## src/rtl/dsp_pkg.sv

```systemverilog
// Shared constants for the DSP48A1 pipeline flow-control slice.
// Stage indices run from the operand input registers towards the P register.
package dsp_pkg;

    localparam int DSP_NSTAGE = 4;

    localparam int STG_IN  = 0;
    localparam int STG_PRE = 1;
    localparam int STG_M   = 2;
    localparam int STG_P   = 3;

    localparam logic [DSP_NSTAGE-1:0] DSP_RESET_SEL = 4'b1111;

endpackage

```

## src/rtl/dsp_pipe_slot.sv

```systemverilog
// One pipeline stage: a valid bit plus the forward-valid / backward-ready equations.
// A bypassed stage (sel = 0) is a wire in both directions and holds no item.
module dsp_pipe_slot (
    input  logic clk,
    input  logic rst,
    input  logic flush,
    input  logic sel,
    input  logic vin,
    input  logic rout,
    output logic vout,
    output logic rin,
    output logic ce
);

    logic v_reg;
    logic v_next;

    assign vout = sel ? v_reg : vin;
    // An empty registered stage accepts even when downstream is stalled, so bubbles collapse.
    assign rin  = sel ? (~v_reg | rout) : rout;
    assign ce   = sel & rin & vin & ~flush;

    always_comb begin
        v_next = v_reg;
        if (!sel) begin
            v_next = 1'b0;
        end else if (rin) begin
            v_next = vin;
        end
    end

    always_ff @(posedge clk) begin
        if (rst) begin
            v_reg <= 1'b0;
        end else if (flush) begin
            v_reg <= 1'b0;
        end else begin
            v_reg <= v_next;
        end
    end

endmodule

```

## src/rtl/dsp_pipe_ctrl.sv

```systemverilog
// Flow-control sequencer for the DSP48A1 pipeline: per-stage clock enables, valid tracking,
// valid/ready backpressure, occupancy counting and guarded register/bypass reconfiguration.
module dsp_pipe_ctrl
    import dsp_pkg::*;
#(
    parameter int                NSTAGE    = DSP_NSTAGE,
    parameter logic [NSTAGE-1:0] RESET_SEL = NSTAGE'(DSP_RESET_SEL),
    parameter int                CW        = $clog2(NSTAGE + 1)
) (
    input  logic              clk,
    input  logic              rst,
    input  logic              in_valid,
    output logic              in_ready,
    output logic              out_valid,
    input  logic              out_ready,
    input  logic              flush,
    input  logic              cfg_we,
    input  logic [NSTAGE-1:0] cfg_wdata,
    output logic [NSTAGE-1:0] cfg_sel,
    output logic              cfg_err,
    output logic [NSTAGE-1:0] stage_ce,
    output logic [CW-1:0]     occupancy
);

    logic [NSTAGE-1:0] cfg_sel_reg;
    logic [NSTAGE-1:0] cfg_sel_next;
    logic              cfg_err_reg;
    logic              cfg_err_next;
    logic [CW-1:0]     occ_reg;
    logic [CW-1:0]     occ_next;
    logic              in_xfer;
    logic              out_xfer;
    logic              cfg_ok;

    // Each slot lives in its own generate scope so the valid and ready chains are
    // separate nets per stage rather than bits of one self-referencing vector.
    genvar gi;
    generate
        for (gi = 0; gi < NSTAGE; gi++) begin : gen_slot
            logic vin_s;
            logic rout_s;
            logic vout_s;
            logic rin_s;

            if (gi == 0) begin : g_head
                assign vin_s = in_valid;
            end else begin : g_body
                assign vin_s = gen_slot[gi-1].vout_s;
            end

            if (gi == NSTAGE - 1) begin : g_tail
                assign rout_s = out_ready;
            end else begin : g_link
                assign rout_s = gen_slot[gi+1].rin_s;
            end

            dsp_pipe_slot u_slot (
                .clk   (clk),
                .rst   (rst),
                .flush (flush),
                .sel   (cfg_sel_reg[gi]),
                .vin   (vin_s),
                .rout  (rout_s),
                .vout  (vout_s),
                .rin   (rin_s),
                .ce    (stage_ce[gi])
            );
        end
    endgenerate

    assign in_ready  = gen_slot[0].rin_s & ~flush;
    assign out_valid = gen_slot[NSTAGE-1].vout_s & ~flush;

    assign in_xfer  = in_valid & in_ready;
    assign out_xfer = out_valid & out_ready;

    always_comb begin
        occ_next = occ_reg;
        if (in_xfer && !out_xfer) begin
            occ_next = occ_reg + CW'(1);
        end else if (!in_xfer && out_xfer) begin
            occ_next = occ_reg - CW'(1);
        end
    end

    // Reconfigure only when provably empty; otherwise in-flight valid bits would be reinterpreted.
    assign cfg_ok = cfg_we & (occ_reg == '0) & ~in_xfer & ~flush;

    always_comb begin
        cfg_sel_next = cfg_sel_reg;
        cfg_err_next = 1'b0;
        if (cfg_ok) begin
            cfg_sel_next = cfg_wdata;
        end else if (cfg_we) begin
            cfg_err_next = 1'b1;
        end
    end

    always_ff @(posedge clk) begin
        if (rst) begin
            cfg_sel_reg <= RESET_SEL;
            cfg_err_reg <= 1'b0;
            occ_reg     <= '0;
        end else begin
            cfg_sel_reg <= cfg_sel_next;
            cfg_err_reg <= cfg_err_next;
            occ_reg     <= flush ? '0 : occ_next;
        end
    end

    assign cfg_sel   = cfg_sel_reg;
    assign cfg_err   = cfg_err_reg;
    assign occupancy = occ_reg;

endmodule
```

## config.mk

```make
export PLATFORM = sky130hd
export DESIGN_NAME = dsp_pipe_ctrl
export DESIGN_NICKNAME = d
export VERILOG_FILES = /design/src/rtl/dsp_pkg.sv /design/src/rtl/dsp_pipe_slot.sv /design/src/rtl/dsp_pipe_ctrl.sv
export SDC_FILE = /design/constraint.sdc
export NUM_CORES = 1
export LEC_CHECK = 0
export ABC_AREA = 1
export CAP_MARGIN = 0
export CORE_MARGIN = 1.5
export CORE_UTILIZATION = 47
export CTS_BUF_LIST = sky130_fd_sc_hd__clkbuf_16
export DETAILED_ROUTE_END_ITERATION = 8
export PLACE_DENSITY = 0.82
export SLEW_MARGIN = 20
export SYNTH_ARGS = -nofsm -noshare
export SYNTH_HDL_FRONTEND = slang
export SYNTH_HIERARCHICAL = 1
export SYNTH_SLANG_ARGS = --single-unit
```

## constraint.sdc

```tcl
create_clock -name clk -period 6.9 [get_ports clk]
set_input_delay 1.035 -clock clk [delete_from_list [all_inputs] [get_ports clk]]
set_output_delay 1.035 -clock clk [all_outputs]
set_load 0.005 [all_outputs]
```

## Word level (Yosys, flattened, before mapping)

Cells that the tools add are included.

- Register bits after elaboration: 12
- Input bits: 10
- Output and inout port bits: 14
- Logic and storage cells: 65

- $add $sub $neg: 2
- Muxes and demuxes: 11
- Bitwise operators: 33
- Reduce and logical (&&, ||, !) cells: 12

Operators with widths:

| cell | count |
|---|---|
| 1-bit AND | 19 |
| 3-bit OR reduction | 4 |
| 1-bit NOT | 10 |
| 1-bit 2-to-1 mux | 9 |
| 3-bit 2-to-1 mux | 2 |
| 1-bit bitwise OR | 4 |
| 2-bit OR reduction | 2 |
| 3-bit by 1-bit adder with 3-bit output, second input constant | 1 |
| 3-bit zero test | 1 |
| 3-bit by 1-bit subtractor with 3-bit output, second input constant | 1 |
| 1-bit logical AND | 2 |
| 1-bit zero test | 2 |
| 2-bit nonzero test | 1 |

## Depth between registers and ports, before layout

Gate-level depths: netlist of the first run.

- Depth in word-level cells: 15
- Mapped depth: 20
- Gate-level depth less buffers: 20

## By module

The synthesis of the first run kept the hierarchy.

By module, submodules not included:

| module | times used | cells an instance | area an instance (sq um) | seq. area each (sq um) |
|---|---|---|---|---|
| dsp_pipe_ctrl | 1 | 55 | 420.4 | 160.2 |
| dsp_pipe_slot | 4 | 13 | 76.3 | 20.0 |

## Worst setup path before layout of the first run

No wires, ideal clock.

- Path type: input-to-reg
- Start point: input port in_valid
- End point: register occ_reg[2] (netlist: occupancy[2])
- Library setup time: 0.116 ns
- Arrival: 2.794 ns
- Data required time: 6.784 ns
- Path slack: 3.990 ns
- Stages on the path: 14
- Path buffers: 0
- Cell sequence: o21a_1 o21a_1 o21a_1 o21a_1 inv_1 nor2_1 nand2_1 ha_1 inv_1 fa_1 nand2_1 nand3_1 o21ai_0 nor2_1

- Word-level cells in the longest chain between the ends: 9
- Elaborated cells between the ends (all ways): 13
- Classes of those cells: mux (5); bitwise (3); reduce/logical (5)

Ends and longest elaborated chain:

| what | line | text |
|---|---|---|
| start, declared | dsp_pipe_ctrl.sv:12 | `input logic in_valid,` |
| 1-bit 2-to-1 mux (*) (2 in a row) | dsp_pipe_slot.sv:18 | `assign vout = sel ? v_reg : vin;` |
| via gen_slot[1].vout_s | dsp_pipe_ctrl.sv:42 | `logic vout_s;` |
| 1-bit 2-to-1 mux (*) | dsp_pipe_slot.sv:18 |  |
| via gen_slot[2].vout_s | dsp_pipe_ctrl.sv:42 |  |
| 1-bit 2-to-1 mux (*) | dsp_pipe_slot.sv:18 |  |
| via gen_slot[3].vout_s | dsp_pipe_ctrl.sv:42 |  |
| 1-bit AND (*) | dsp_pipe_ctrl.sv:72 | `assign out_valid = gen_slot[NSTAGE-1].vout_s & ~flush;` |
| via out_valid | dsp_pipe_ctrl.sv:14 | `output logic out_valid,` |
| 1-bit AND (*) | dsp_pipe_ctrl.sv:75 | `assign out_xfer = out_valid & out_ready;` |
| 1-bit zero test | dsp_pipe_ctrl.sv:79 | `if (in_xfer && !out_xfer) begin` |
| 1-bit logical AND | dsp_pipe_ctrl.sv:79 |  |
| 3-bit 2-to-1 mux or 2-bit nonzero test (tied branches) | n/a |  |
| end signal, assigned | dsp_pipe_ctrl.sv:107 | `occ_reg <= flush ? '0 : occ_next;` |
| end, declared | dsp_pipe_ctrl.sv:29 | `logic [CW-1:0] occ_reg;` |

The timed path passes the listed nets; every way through them passes the cells marked *.
A chain may end at the register's enable or synchronous reset.

## Worst setup path after layout of the first run

- Start point: input port in_valid
- End point: output port out_valid

- Word-level cells in the longest chain between the ends: 5

Ends and longest elaborated chain:

| what | line |
|---|---|
| 1-bit 2-to-1 mux | dsp_pipe_slot.sv:18 |
| via gen_slot[0].vout_s | dsp_pipe_ctrl.sv:42 |
| 1-bit 2-to-1 mux | dsp_pipe_slot.sv:18 |
| via gen_slot[1].vout_s | dsp_pipe_ctrl.sv:42 |
| 1-bit 2-to-1 mux | dsp_pipe_slot.sv:18 |
| via gen_slot[2].vout_s | dsp_pipe_ctrl.sv:42 |
| 1-bit 2-to-1 mux | dsp_pipe_slot.sv:18 |
| via gen_slot[3].vout_s | dsp_pipe_ctrl.sv:42 |
| 1-bit AND | dsp_pipe_ctrl.sv:72 |
| end, declared | dsp_pipe_ctrl.sv:14 |

The timed path passes the listed nets, and every way through them passes these cells.

==> results.sh, run 1 <==
export IMPL_outcome="finished, final reports clean"
export IMPL_routedWlPerCell_um=11.68
export IMPL_synthCells=107
export IMPL_swShare_pct=24.23
export IMPL_period_needed_ns=3.910
export IMPL_yosysMostFrequentCell="nand2_1"
export IMPL_path_class="primary input to primary output"
export IMPL_syn_avg_cell_area_um2=6.782
export IMPL_slowest_stage="clkdlybuf4s50_1"
export IMPL_post_place_cells=145
export IMPL_worstSetupStartpoint="in_valid"
export IMPL_dieArea_um2=1789
export IMPL_post_synth_num_cell_types=17
export IMPL_path_max_fanout=3
export IMPL_synth_common_cells="nand2_1, inv_1, dfxtp_1"
export IMPL_path_cells="clkdlybuf4s50_1, o21a_1, o21a_1, o21a_1, o21a_1, inv_1, nor2_1, clkdlybuf4s50_1"
export IMPL_num_rows=13
export IMPL_p_sw_uw=54.90
export IMPL_utilization_pct=77.11
export IMPL_cts_tree="done"
export IMPL_synthesis_nets=119
export IMPL_viasPerCell=5.020
export IMPL_num_vias=748
export IMPL_root_buffer="clkbuf_16"
export IMPL_start_util_pct=53.11
export IMPL_timing_rr_start="cfg_sel[0]"
export IMPL_ys_warnings_count=6
export IMPL_worst_path_buf_inv=3
export IMPL_critPathCaptureType="primary output"
export IMPL_fin_ws_ns=2.990
export IMPL_ir_worst_vdd_v=0.0001538
export IMPL_crit_arrival_ns=2.88
export IMPL_tns_ns=0
export IMPL_pwr_share_clk_pct=46.9
export IMPL_hpwl_um=1247
export IMPL_drc_errors=0
export IMPL_rsz0062_at_grt="no"
export IMPL_async_flop_share_pct=0
export IMPL_synth_edff_count=0
export IMPL_regArea_um2=240.2
export IMPL_worst_path_dominant_cell_family="buffers and inverters"
export IMPL_setup_viol=0
export IMPL_maxSlewHeadroom_pct=73.32
export IMPL_yosysSeqAreaShare_pct=33.10
export IMPL_track_usage_pct=22.29
export IMPL_place_gp_congestion=0.7653
export IMPL_grt_max_degree=10
export IMPL_clock_path_buffers=2
export IMPL_routed_wl_um=1741
export IMPL_clock_sinks=12
export IMPL_worstSetupStartpointType="primary input"
export IMPL_nets=147
export IMPL_power_density_nw_per_um2=215.1
export IMPL_fmax_mhz=255.7
export IMPL_slew_violations=0
export IMPL_report_final_hold_viol_count=0
export IMPL_p_int_uw=171.7
export IMPL_gr_total_overflow=0
export IMPL_io_pins=24
export IMPL_dieHeight_um=42.30
export IMPL_clk_insertion_delay_late_ns=0.24
export IMPL_stdcell_count=149
export IMPL_cts_buffers=3
export IMPL_worst_slew_pin_slew_ns=0.3989
export IMPL_path_clk_slew_ns=0.04
export IMPL_grt_pass1_vias=714
export IMPL_dr_pass1_iters=4
export IMPL_synth_top_area_share_pct=33.10
export IMPL_drive_above_1_share_pct=8.955
export IMPL_postCtsResizedCells=0
export IMPL_die_w_um=42.30
export IMPL_required_ns=5.86
export IMPL_syn_area_um2=725.7
export IMPL_maxCapViolCount=0
export IMPL_cts_hold_buf=0
export IMPL_postCtsSetupRepairBufs=0
export IMPL_p_comb_share_pct=19.1
export IMPL_core_area_um2=1366
export IMPL_drtIter0Drc=9
export IMPL_ys_seq_elements=12
export IMPL_fin_crit_sh_pct=56.67
export IMPL_crit_top_cell="o21a_1"
export IMPL_htreeDepth=1
export IMPL_yosys_top_cells_area="dfxtp_1, nand2_1, inv_1"
export IMPL_hold_class="register to register"
export IMPL_ant_nets=0
export IMPL_dp_slack_ns=3.003
export IMPL_grt_pass1_wl_um=3036
export IMPL_antenna_found_initial=0
export IMPL_finalClockSkew_ns=0.003714
export IMPL_synthFlopType="dfxtp_1"
export IMPL_hp_start="gen_slot[3].u_slot/v_reg"
export IMPL_n_antenna_cell=0
export IMPL_nFillCells=105
export IMPL_seqPwrFrac_pct=34.0
export IMPL_multi_input_area_um2=399.1
export IMPL_port_buffers=23
export IMPL_p_leak_nw=0.5019
export IMPL_synth_area_leader_cell="dfxtp_1"
export IMPL_syn_to_final_growth_pct=45.17
export IMPL_slowest_delay_ns=0.48
[final timing paths]
kind                            slack, ns  cells past startpoint                        to
worst max-delay path                 2.99                      8                 out_valid
worst min-delay path                 0.47                      2  gen_slot[3].u_slot/v_reg
worst max register to register       4.46                     15              occupancy[2]
worst min register to register       0.47                      2  gen_slot[3].u_slot/v_reg
[layout make-up]
class                           instances  area share, %
Multi-Input combinational cell         72          37.89
Sequential cell                        12          22.80
Timing Repair Buffer                   23          21.85
Inverter                               23          8.195
Clock buffer                            3          7.126
Tap cell                               15          1.781
Clock inverter                          1         0.3563
[kinds of logic after synthesis]
family | count (synthesis) | synth area share [%]
flip-flops | 12 | 33.10
AO/OA/AOI/OAI | 12 | 11.72
AND/OR/NAND/NOR | 58 | 38.79
buffers and inverters | 23 | 11.90
adder cells (fa/ha/maj) | 2 | 4.483
[tightest hold or removal path, cell delays in order (launching register included)]
cell and delay (ns):
dfxtp_1 0.30, nand2_1 0.07, a21oi_2 0.05
[per-layer routing]
| metal | vias up | track usage [%] | part of all wire (%) |
|---|---|---|---|
| li1 | 385 | - | - |
| met1 | 337 | 24.80 | 42 |
| met2 | 21 | 39.69 | 52 |
| met3 | 5 | 4.741 | 5.1 |
| met4 | 0 | 10.63 | 1.5 |
| met5 | - | 0 | 0 |
[per-stage QoR]
step           power [mW]  hold WS (ns)  instance area, um^2
2_1_floorplan      0.1002        0.4552                725.7
3_3_place_gp       0.1195        0.4637                974.7
3_5_place_dp       0.1207        0.4723                974.7
4_1_cts            0.2275        0.4787                 1054
5_1_grt            0.2364        0.4814                 1054
6_report           0.2266        0.4732                 1054
[layout by cell type (no fill, tap or decap)]
| cell | netlist | final |
|---|---|---|
| nor2_1 | 11 | 11 |
| inv_1 | 22 | 22 |
| clkdlybuf4s50_1 | 0 | 23 |
| or2_0 | 4 | 4 |
| inv_2 | 1 | 1 |
| nor2_4 | 1 | 1 |
| o21ai_0 | 3 | 3 |
| nand2_1 | 30 | 30 |
| nor2_2 | 1 | 1 |
| a21oi_1 | 1 | 1 |
| o21a_1 | 4 | 4 |
| fa_1 | 1 | 1 |
| dfxtp_1 | 12 | 12 |
| a21oi_2 | 4 | 4 |
| ha_1 | 1 | 1 |
| clkinv_1 | 0 | 1 |
| nand3_4 | 2 | 2 |
| clkbuf_16 | 0 | 3 |
| nand3_1 | 5 | 5 |
| nand4_1 | 4 | 4 |
[power groups by stage]
| stage | registers, mW | clock network, mW | logic (mW) |
|---|---|---|---|
| 2_1_floorplan | 0.0780 | 0 | 0.0222 |
| 3_3_place_gp | 0.0781 | 0 | 0.0414 |
| 3_5_place_dp | 0.0783 | 0 | 0.0424 |
| 4_1_cts | 0.0771 | 0.107 | 0.0436 |
| 5_1_grt | 0.0776 | 0.110 | 0.0487 |
| 6_report | 0.0771 | 0.106 | 0.0434 |
Power figures use the tool's default switching activity.
==> run 2, diff against run 1 <==
Settings changed: CORE_UTILIZATION 47 to 44, PLACE_DENSITY 0.82 to 0.77.
Clock period 6.9 ns to 3.8 ns, I/O delays scaled along.
==> run 2 against run 1 <==
  * Count of clock-buffer cells in the layout did not move
  * Non-clock buffer count is the same
  * Die area is 6.3% higher
  * Combinational power grew 80%
  * Global-route usage decreased by 0.56 points
  * Critical path type unchanged
  * Critical endpoint unchanged
  * Highest routed layer unchanged
==> results.sh, run 2 (synthesized netlist as in run 1, its figures left out) <==
export IMPL_maxCapViolCount=0
export IMPL_die_w_um=43.61
export IMPL_fin_hold_ws_ns=0.4756
export IMPL_crit_top_cell="o21a_1"
export IMPL_post_place_cells=146
export IMPL_maxSlewHeadroom_pct=69.61
export IMPL_worst_path_buf_inv=3
export IMPL_clock_sinks=12
export IMPL_fmax_mhz=336.5
export IMPL_num_rows=14
export IMPL_dieArea_um2=1902
export IMPL_regArea_um2=240.2
export IMPL_p_leak_nw=0.5019
export IMPL_gr_total_overflow=0
export IMPL_port_buffers=23
export IMPL_ant_nets=0
export IMPL_nFillCells=140
export IMPL_power_density_nw_per_um2=393.1
export IMPL_dpl_cell_area_um2=975.9
export IMPL_hpwl_um=1288
export IMPL_required_ns=3.23
export IMPL_n_antenna_cell=0
export IMPL_path_class="primary input to primary output"
export IMPL_grt_max_degree=10
export IMPL_rsz0062_at_grt="no"
export IMPL_slowest_delay_ns=0.47
export IMPL_viasPerCell=5.060
export IMPL_track_usage_pct=21.74
export IMPL_setup_viol=0
export IMPL_stdcell_count=150
export IMPL_grt_pass1_vias=682
export IMPL_postCtsSetupRepairBufs=0
export IMPL_slew_violations=0
export IMPL_syn_to_final_growth_pct=45.34
export IMPL_cts_buffers=3
export IMPL_worstSetupStartpointType="primary input"
export IMPL_nets=147
export IMPL_num_vias=759
export IMPL_clk_insertion_delay_late_ns=0.24
export IMPL_fin_crit_sh_pct=78.21
export IMPL_cts_hold_buf=0
export IMPL_drc_errors=0
export IMPL_drive_above_1_share_pct=8.955
export IMPL_period_needed_ns=2.972
export IMPL_worst_slew_pin_slew_ns=0.4545
export IMPL_slowest_stage="clkdlybuf4s50_1"
export IMPL_routed_wl_um=1734
export IMPL_outcome="finished, final reports clean"
export IMPL_worst_path_dominant_cell_family="buffers and inverters"
export IMPL_path_clk_slew_ns=0.04
export IMPL_finalClockSkew_ns=0.001121
export IMPL_start_util_pct=47.62
export IMPL_multi_input_area_um2=399.1
export IMPL_place_gp_congestion=0.7721
export IMPL_tns_ns=0
export IMPL_final_area_um2=1055
export IMPL_path_cells="clkdlybuf4s50_1, o21a_1, o21a_1, o21a_1, o21a_1, inv_1, nor2_1, clkdlybuf4s50_1"
export IMPL_critPathCaptureType="primary output"
export IMPL_cts_tree="done"
export IMPL_crit_arrival_ns=2.40
export IMPL_antenna_found_initial=0
export IMPL_postCtsResizedCells=0
export IMPL_dieHeight_um=43.61
export IMPL_dr_pass1_iters=3
export IMPL_ir_worst_vdd_v=0.0004181
export IMPL_layout_commonest_cell="nand2_1"
export IMPL_io_pins=24
export IMPL_path_max_fanout=3
export IMPL_root_buffer="clkbuf_16"
export IMPL_hold_class="register to register"
export IMPL_report_final_hold_viol_count=0
export IMPL_core_area_um2=1524
export IMPL_clock_path_buffers=2
export IMPL_drtIter0Drc=3
export IMPL_htreeDepth=1
export IMPL_routedWlPerCell_um=11.56
export IMPL_mostFrequentLayoutCells="nand2_1, clkdlybuf4s50_1, inv_1, dfxtp_1, nor2_1"
export IMPL_grt_pass1_wl_um=2918
-- run 2: cell counts in the layout (fill, tap and decap cells not counted) --
No cell type changed its count.
-- run 2: worst min-delay path, delay by kind of cell, from the launching register on --
kind | cells | cell delay (ns)
DFF | 1 | 0.31
AOI/OAI and AO/OA | 1 | 0.05
and+or+nand+nor | 1 | 0.07
-- run 2: cell type report --
type / count / area share [%]
multi-input cells: 72 / 37.84
clock inverters: 1 / 0.3559
repair buffers: 23 / 21.83
clock buffers: 3 / 7.117
flip-flops and latches: 12 / 22.78
inverters: 23 / 8.185
well taps: 16 / 1.898
-- run 2: metal layers --
metal | up-vias | GRT usage [%] | share of wire, %
li1 | 386 | - | -
met1 | 350 | 22.14 | 40
met2 | 18 | 39.12 | 52
met3 | 5 | 7.083 | 5.9
met4 | 0 | 10.91 | 2.2
met5 | - | 0 | 0
-- run 2: where the power goes --
group	switching, mW	total [mW]	internal, mW
registers	0.00662	0.140	0.133
clock network	0.0576	0.196	0.139
logic	0.0381	0.0783	0.0402
-- run 2: path summary, 6_finish.rpt --
kind	startpoint	endpoint	slack [ns]	cells past startpoint
worst min-delay path	gen_slot[0].u_slot/v_reg	gen_slot[0].u_slot/v_reg	0.48	2
worst max register to register	cfg_sel[0]	occupancy[2]	1.33	15
worst min register to register	gen_slot[0].u_slot/v_reg	gen_slot[0].u_slot/v_reg	0.48	2
worst max-delay path	in_valid	out_valid	0.83	8
-- run 2: per-stage QoR --
step           util (%)  power, mW  worst slack, ns
5_1_grt           69.21     0.4336           0.7053
6_report          69.21     0.4146           0.8279
2_1_floorplan         -     0.1820            1.355
3_3_place_gp      64.04     0.2173           0.7351
4_1_cts           69.21     0.4208           0.8308
3_5_place_dp      64.04     0.2197           0.6543
==> edit 1, RTL diff (settings of run 2) <==
Reset style: asynchronous (`rst`), changed in 2 clocked blocks.
--- a/src/rtl/dsp_pipe_slot.sv
+++ b/src/rtl/dsp_pipe_slot.sv
@@ -29,7 +29,7 @@
         end
     end
 
-    always_ff @(posedge clk) begin
+    always_ff @(posedge clk or posedge rst) begin
         if (rst) begin
             v_reg <= 1'b0;
         end else if (flush) begin
--- a/src/rtl/dsp_pipe_ctrl.sv
+++ b/src/rtl/dsp_pipe_ctrl.sv
@@ -96,7 +96,7 @@
         end
     end
 
-    always_ff @(posedge clk) begin
+    always_ff @(posedge clk or posedge rst) begin
         if (rst) begin
             cfg_sel_reg <= RESET_SEL;
             cfg_err_reg <= 1'b0;
Function: differs if rst is asserted again (counterexample within 4 cycles, from zero or initial values and one cycle with rst high); with rst held inactive, the same outputs for 10 cycles.
==> edit 1 against run 2 <==
  * Worst setup slack lost 0.51 ns
  * Non-clock buffer count is the same
  * Via count is the same
  * Sequential cell count is the same
  * Routed wire length shrank 6.8%
  * Count of clock-buffer cells in the layout is the same
  * Die area grew 11%
  * Synthesized area grew 12%
  * Cell area grew 9.5%
  * Critical endpoint unchanged
  * Largest cell class unchanged
Power is not compared: it rests on default switching activity, and its combinational part moved more than twofold at a synthesized area within 25%.
==> edit 1: results (changes against run 2) <==
<table>
<tr><th>Metric</th><th>Value</th></tr>
<tr><th colspan="2">Critical path</th></tr>
<tr><td>R2R Setup Slk</td><td>1.03 ns (-0.30 ns)</td></tr>
<tr><td>Capture point of the worst reg-to-reg path</td><td>occupancy[2]</td></tr>
<tr><td>Number of cells on the worst reg-to-reg path</td><td>16 (+1)</td></tr>
<tr><td>Crit Reg-Reg Startpoint</td><td>cfg_sel[0]</td></tr>
<tr><th colspan="2">Drt</th></tr>
<tr><td>Total Wirelength</td><td>1620 microns (-6.8%)</td></tr>
<tr><td>Average routed wire per standard cell</td><td>9.56 microns (-17%)</td></tr>
<tr><td>1st-iter DRT viols</td><td>4 (+1)</td></tr>
<tr><td>Drt first pass iters</td><td>4 (+1)</td></tr>
<tr><th colspan="2">Synthesis</th></tr>
<tr><td>Dominant register cell in the synthesized netlist</td><td>dfrtp_1</td></tr>
<tr><td>Cells after synthesis</td><td>117 (+9.3%)</td></tr>
<tr><td>Top cell types by occurrence after synthesis</td><td>inv_1, nand2_1, o21ai_0</td></tr>
<tr><td>FFs w/ async S/R, synth</td><td>100% (+100 points)</td></tr>
<tr><td>Number of distinct library cells after synthesis</td><td>17 (unchanged)</td></tr>
<tr><td>Share of the yosys chip area belonging to registers</td><td>37.5% (+4.4 points)</td></tr>
<tr><td>Post-Synthesis Net Count</td><td>128 (+7.6%)</td></tr>
<tr><td>Leading post-synthesis cells by cell area</td><td>dfrtp_1, inv_1, dfstp_2</td></tr>
<tr><th colspan="2">Place</th></tr>
<tr><td>HPWL after detailed placement</td><td>1270 microns (-1.8%)</td></tr>
<tr><td>Worst Setup Slack post-DPL</td><td>0.0904 ns (-0.564 ns)</td></tr>
<tr><td>Dpl cells</td><td>165 (+13%)</td></tr>
<tr><td>Last weighted congestion value of the routability-driven placer</td><td>0.761 (-1.5%)</td></tr>
<tr><th colspan="2">Hold path</th></tr>
<tr><td>Hold EP</td><td>cfg_sel[0]</td></tr>
<tr><th colspan="2">Final layout</th></tr>
<tr><td>Proportion of layout cells with a drive suffix above 1</td><td>17.4% (+8.4 points)</td></tr>
<tr><th colspan="2">Run status</th></tr>
<tr><td>Outcome</td><td>complete, no violations</td></tr>
<tr><th colspan="2">GRT</th></tr>
<tr><td>All-Layer GR Usage</td><td>19.1% (-2.6 points)</td></tr>
<tr><td>Maximum number of pins on one net before global-route repair</td><td>14 (+4)</td></tr>
<tr><td>First-pass GRT wire length</td><td>2730 microns (-6.6%)</td></tr>
<tr><th colspan="2">Timing</th></tr>
<tr><td>Max_slew headroom</td><td>64.2% (-5.4 points)</td></tr>
<tr><td>Fin Clk Skew</td><td>0.00225 ns (+0.00113 ns)</td></tr>
</table>
edit 1: stage by stage:
| stage | area (sq um) | utilization (%) | hold slack [ns] |
|---|---|---|---|
| final | 1150 | 66.9 | 0.515 |
| after floorplan | 815 | - | 0.299 |
| after global routing | 1150 | 66.9 | 0.556 |
| after CTS | 1150 | 66.9 | 0.512 |
| after detailed placement | 1080 | 62.3 | 0.505 |
| after global placement | 1080 | 62.3 | 0.503 |
edit 1: worst max path at each step:
stage | from | end | cells past startpoint
after floorplan | in_valid | occupancy[2] | 16
after global placement | in_valid | out_valid | 12
after detailed placement | in_valid | out_valid | 12
after CTS | in_valid | out_valid | 12
after global routing | in_valid | out_valid | 12
final | in_valid | out_valid | 12
edit 1: layer usage:
metal | up-vias | wire (microns) | track usage, % | share of wire, %
li1 | 407 | - | - | -
met4 | 0 | 36 | 12.0 | 2.2
met2 | 16 | 753 | 28.1 | 47
met3 | 4 | 58 | 5.95 | 3.6
met1 | 332 | 767 | 24.2 | 47
met5 | - | 0 | 0 | 0
edit 1: power by group through the flow:
stage	Sequential, mW	Combinational, mW	Clock (mW)
3_5_place_dp	0.234	0.316	0
4_1_cts	0.233	0.320	0.197
2_1_floorplan	0.230	0.183	0
3_3_place_gp	0.234	0.310	0
5_1_grt	0.244	0.361	0.205
6_report	0.233	0.317	0.193
edit 1: final cells by class:
class                      instances  area [sq um]
clock buffer                       3          75.1
clock inverter                     1          3.75
fill                             162           572
inverter                          35           131
multi-input combinational         70           378
sequential                        12           305
tap                               25          31.3
timing repair buffer              23           230
edit 1: cells by family after synthesis:
logic type | Yosys count | share of synthesized area (%)
and+or+nand+nor | 49 | 30.7
DFF | 12 | 37.5
adders and majority gates | 1 | 2.46
buffers and inverters | 35 | 16.1
xor gates and xnor gates | 1 | 1.08
AOI/OAI and AO/OA | 19 | 12.1
edit 1: what timing repair did:
action,CTS,global route
gates resized for setup,0,3
setup endpoints to repair,0,1
hold buffers,0,0
edit 1: worst max-delay path, cell delays in order:
cell and delay, ns:
clkdlybuf4s50_1 0.57, inv_1 0.09, o21ai_1 0.19, inv_1 0.08
o21ai_0 0.22, inv_1 0.08, o21ai_1 0.18, inv_1 0.07
o21ai_1 0.21, inv_1 0.06, nor2_1 0.08, clkdlybuf4s50_1 0.51
==> edit 2, RTL diff (flow settings as in run 2) <==
Without the edit above. `DSP_NSTAGE`: 4 -> 16.
--- a/src/rtl/dsp_pkg.sv
+++ b/src/rtl/dsp_pkg.sv
@@ -2,7 +2,7 @@
 // Stage indices run from the operand input registers towards the P register.
 package dsp_pkg;
 
-    localparam int DSP_NSTAGE = 4;
+    localparam int DSP_NSTAGE = 16;
 
     localparam int STG_IN  = 0;
     localparam int STG_PRE = 1;
Interface: changed (resized cfg_sel, cfg_wdata, occupancy and stage_ce); port bits go from 24 to 62. No check against the original RTL was run, so the function may have changed too.
==> edit 2 against run 2 <==
  * The run now ends with negative setup slack left
  * Sequential cell count increased by 26
  * Non-clock buffer count rose by 190
  * Via count grew to 4.4 times the old value
  * Combinational power increased to 11 times the old value
  * First-iteration DRC count increased to 87 times the old value
  * Final cell count increased to 4.3 times the old value
  * Maximum frequency decreased by 38%
  * Cell area rose to 4.2 times the old value
  * Routed wire length grew to 6.3 times the old value
  * Worst setup slack lost 1.8 ns
  * Register-to-register slack got worse by 2.3 ns
  * Sequential power rose to 3.2 times the old value
  * Synthesized area grew to 3.2 times the old value
  * Power grew to 4.3 times the old value
  * Critical path type is now primary input to flip-flop
  * Largest power group is now combinational cells
  * Highest routed layer unchanged
==> edit 2: results (changes against run 2) <==
<table>
<tr><th>Metric</th><th>Value</th></tr>
<tr><th colspan="2">Final layout</th></tr>
<tr><td>Final nets</td><td>601 (+310%)</td></tr>
<tr><td>Number of standard cells in the final layout excluding fillers</td><td>645 (+330%)</td></tr>
<tr><th colspan="2">Synthesis</th></tr>
<tr><td>Proportion of netlist area held by the largest area contributor</td><td>32.3% (-0.80 points)</td></tr>
<tr><td>Leading post-synthesis cells by cell area</td><td>dfxtp_1, nand2_1, inv_1</td></tr>
<tr><td>Post-Synthesis Net Count</td><td>385 (+220%)</td></tr>
<tr><th colspan="2">GRT</th></tr>
<tr><td>Maximum number of pins on one net before global-route repair</td><td>18 (+8)</td></tr>
<tr><td>All-Layer GR Usage</td><td>36.2% (+14 points)</td></tr>
<tr><td>Met3 GRT Util</td><td>7.54% (+0.46 points)</td></tr>
<tr><td>Number of global-route vias before repair</td><td>3,466 (+410%)</td></tr>
<tr><td>Global routing usage on met2</td><td>65.7% (+27 points)</td></tr>
<tr><th colspan="2">CTS</th></tr>
<tr><td>Insertion delay to the later sink of the worst-skew pair</td><td>0.28 ns (+0.04 ns)</td></tr>
<tr><td>Clk pin slew, worst setup/hold paths</td><td>0.06 ns (+0.02 ns)</td></tr>
<tr><td>Count of cells resized by post-cts repair</td><td>57 (+57)</td></tr>
<tr><td>Total number of H-tree levels</td><td>2 (+1)</td></tr>
<tr><td>Cts bufs inserted</td><td>5 (+2)</td></tr>
<tr><th colspan="2">Power and ir drop</th></tr>
<tr><td>Static leakage power</td><td>2.22 nW (+340%)</td></tr>
<tr><td>Comb power frac</td><td>47.9% (+29 points)</td></tr>
<tr><td>Power Internal</td><td>1.20 mW (+290%)</td></tr>
<tr><th colspan="2">Run status</th></tr>
<tr><td>Failing checks</td><td>negative setup slack</td></tr>
<tr><td>Outcome</td><td>finished, violations left</td></tr>
<tr><th colspan="2">Place</th></tr>
<tr><td>Last weighted congestion value of the routability-driven placer</td><td>0.781 (+1.1%)</td></tr>
<tr><td>Number of port buffers</td><td>61 (+170%)</td></tr>
<tr><th colspan="2">Drt</th></tr>
<tr><td>Average routed wire per standard cell</td><td>16.9 microns (+46%)</td></tr>
<tr><td>Drt first pass iters</td><td>5 (+2)</td></tr>
<tr><td>Wire length on met2</td><td>5490 microns (+510%)</td></tr>
<tr><td>Vias</td><td>3,357 (+340%)</td></tr>
<tr><th colspan="2">Timing</th></tr>
<tr><td>Final Setup Violations</td><td>11 (+11)</td></tr>
<tr><td>Fin Clk Skew</td><td>0.00525 ns (+0.00413 ns)</td></tr>
<tr><td>Post-route setup slack</td><td>-0.998 ns (-1.83 ns)</td></tr>
<tr><th colspan="2">Critical path</th></tr>
<tr><td>CP max FO</td><td>5 (+2)</td></tr>
<tr><td>Delay-heaviest family, CP</td><td>compound AO/OA/AOI/OAI gates</td></tr>
</table>
==> edit 2: cell families after synthesis <==
logic type / share of synthesized area (%)
XOR/XNOR: 0.372
AO/OA/AOI/OAI: 12.5
AND/OR/NAND/NOR: 40.1
adder cells (fa/ha/maj): 2.98
buffers and inverters: 11.7
flip-flops: 32.3
==> edit 2: final timing paths <==
path                                 start                  endpoint  slack, ns
hold reg to reg   gen_slot[0].u_slot/v_reg  gen_slot[0].u_slot/v_reg       0.47
setup / recovery                  in_valid              occupancy[2]       -1.0
hold / removal    gen_slot[0].u_slot/v_reg  gen_slot[0].u_slot/v_reg       0.47
setup reg to reg                cfg_sel[0]              occupancy[2]      -0.99
==> edit 2: area by class of cell <==
class	instances	area [sq um]
multi-input combinational	253	1470
timing repair buffer	213	1740
clock inverter	3	37.5
sequential	38	767
tap	70	87.6
inverter	63	246
clock buffer	5	125
fill	264	661
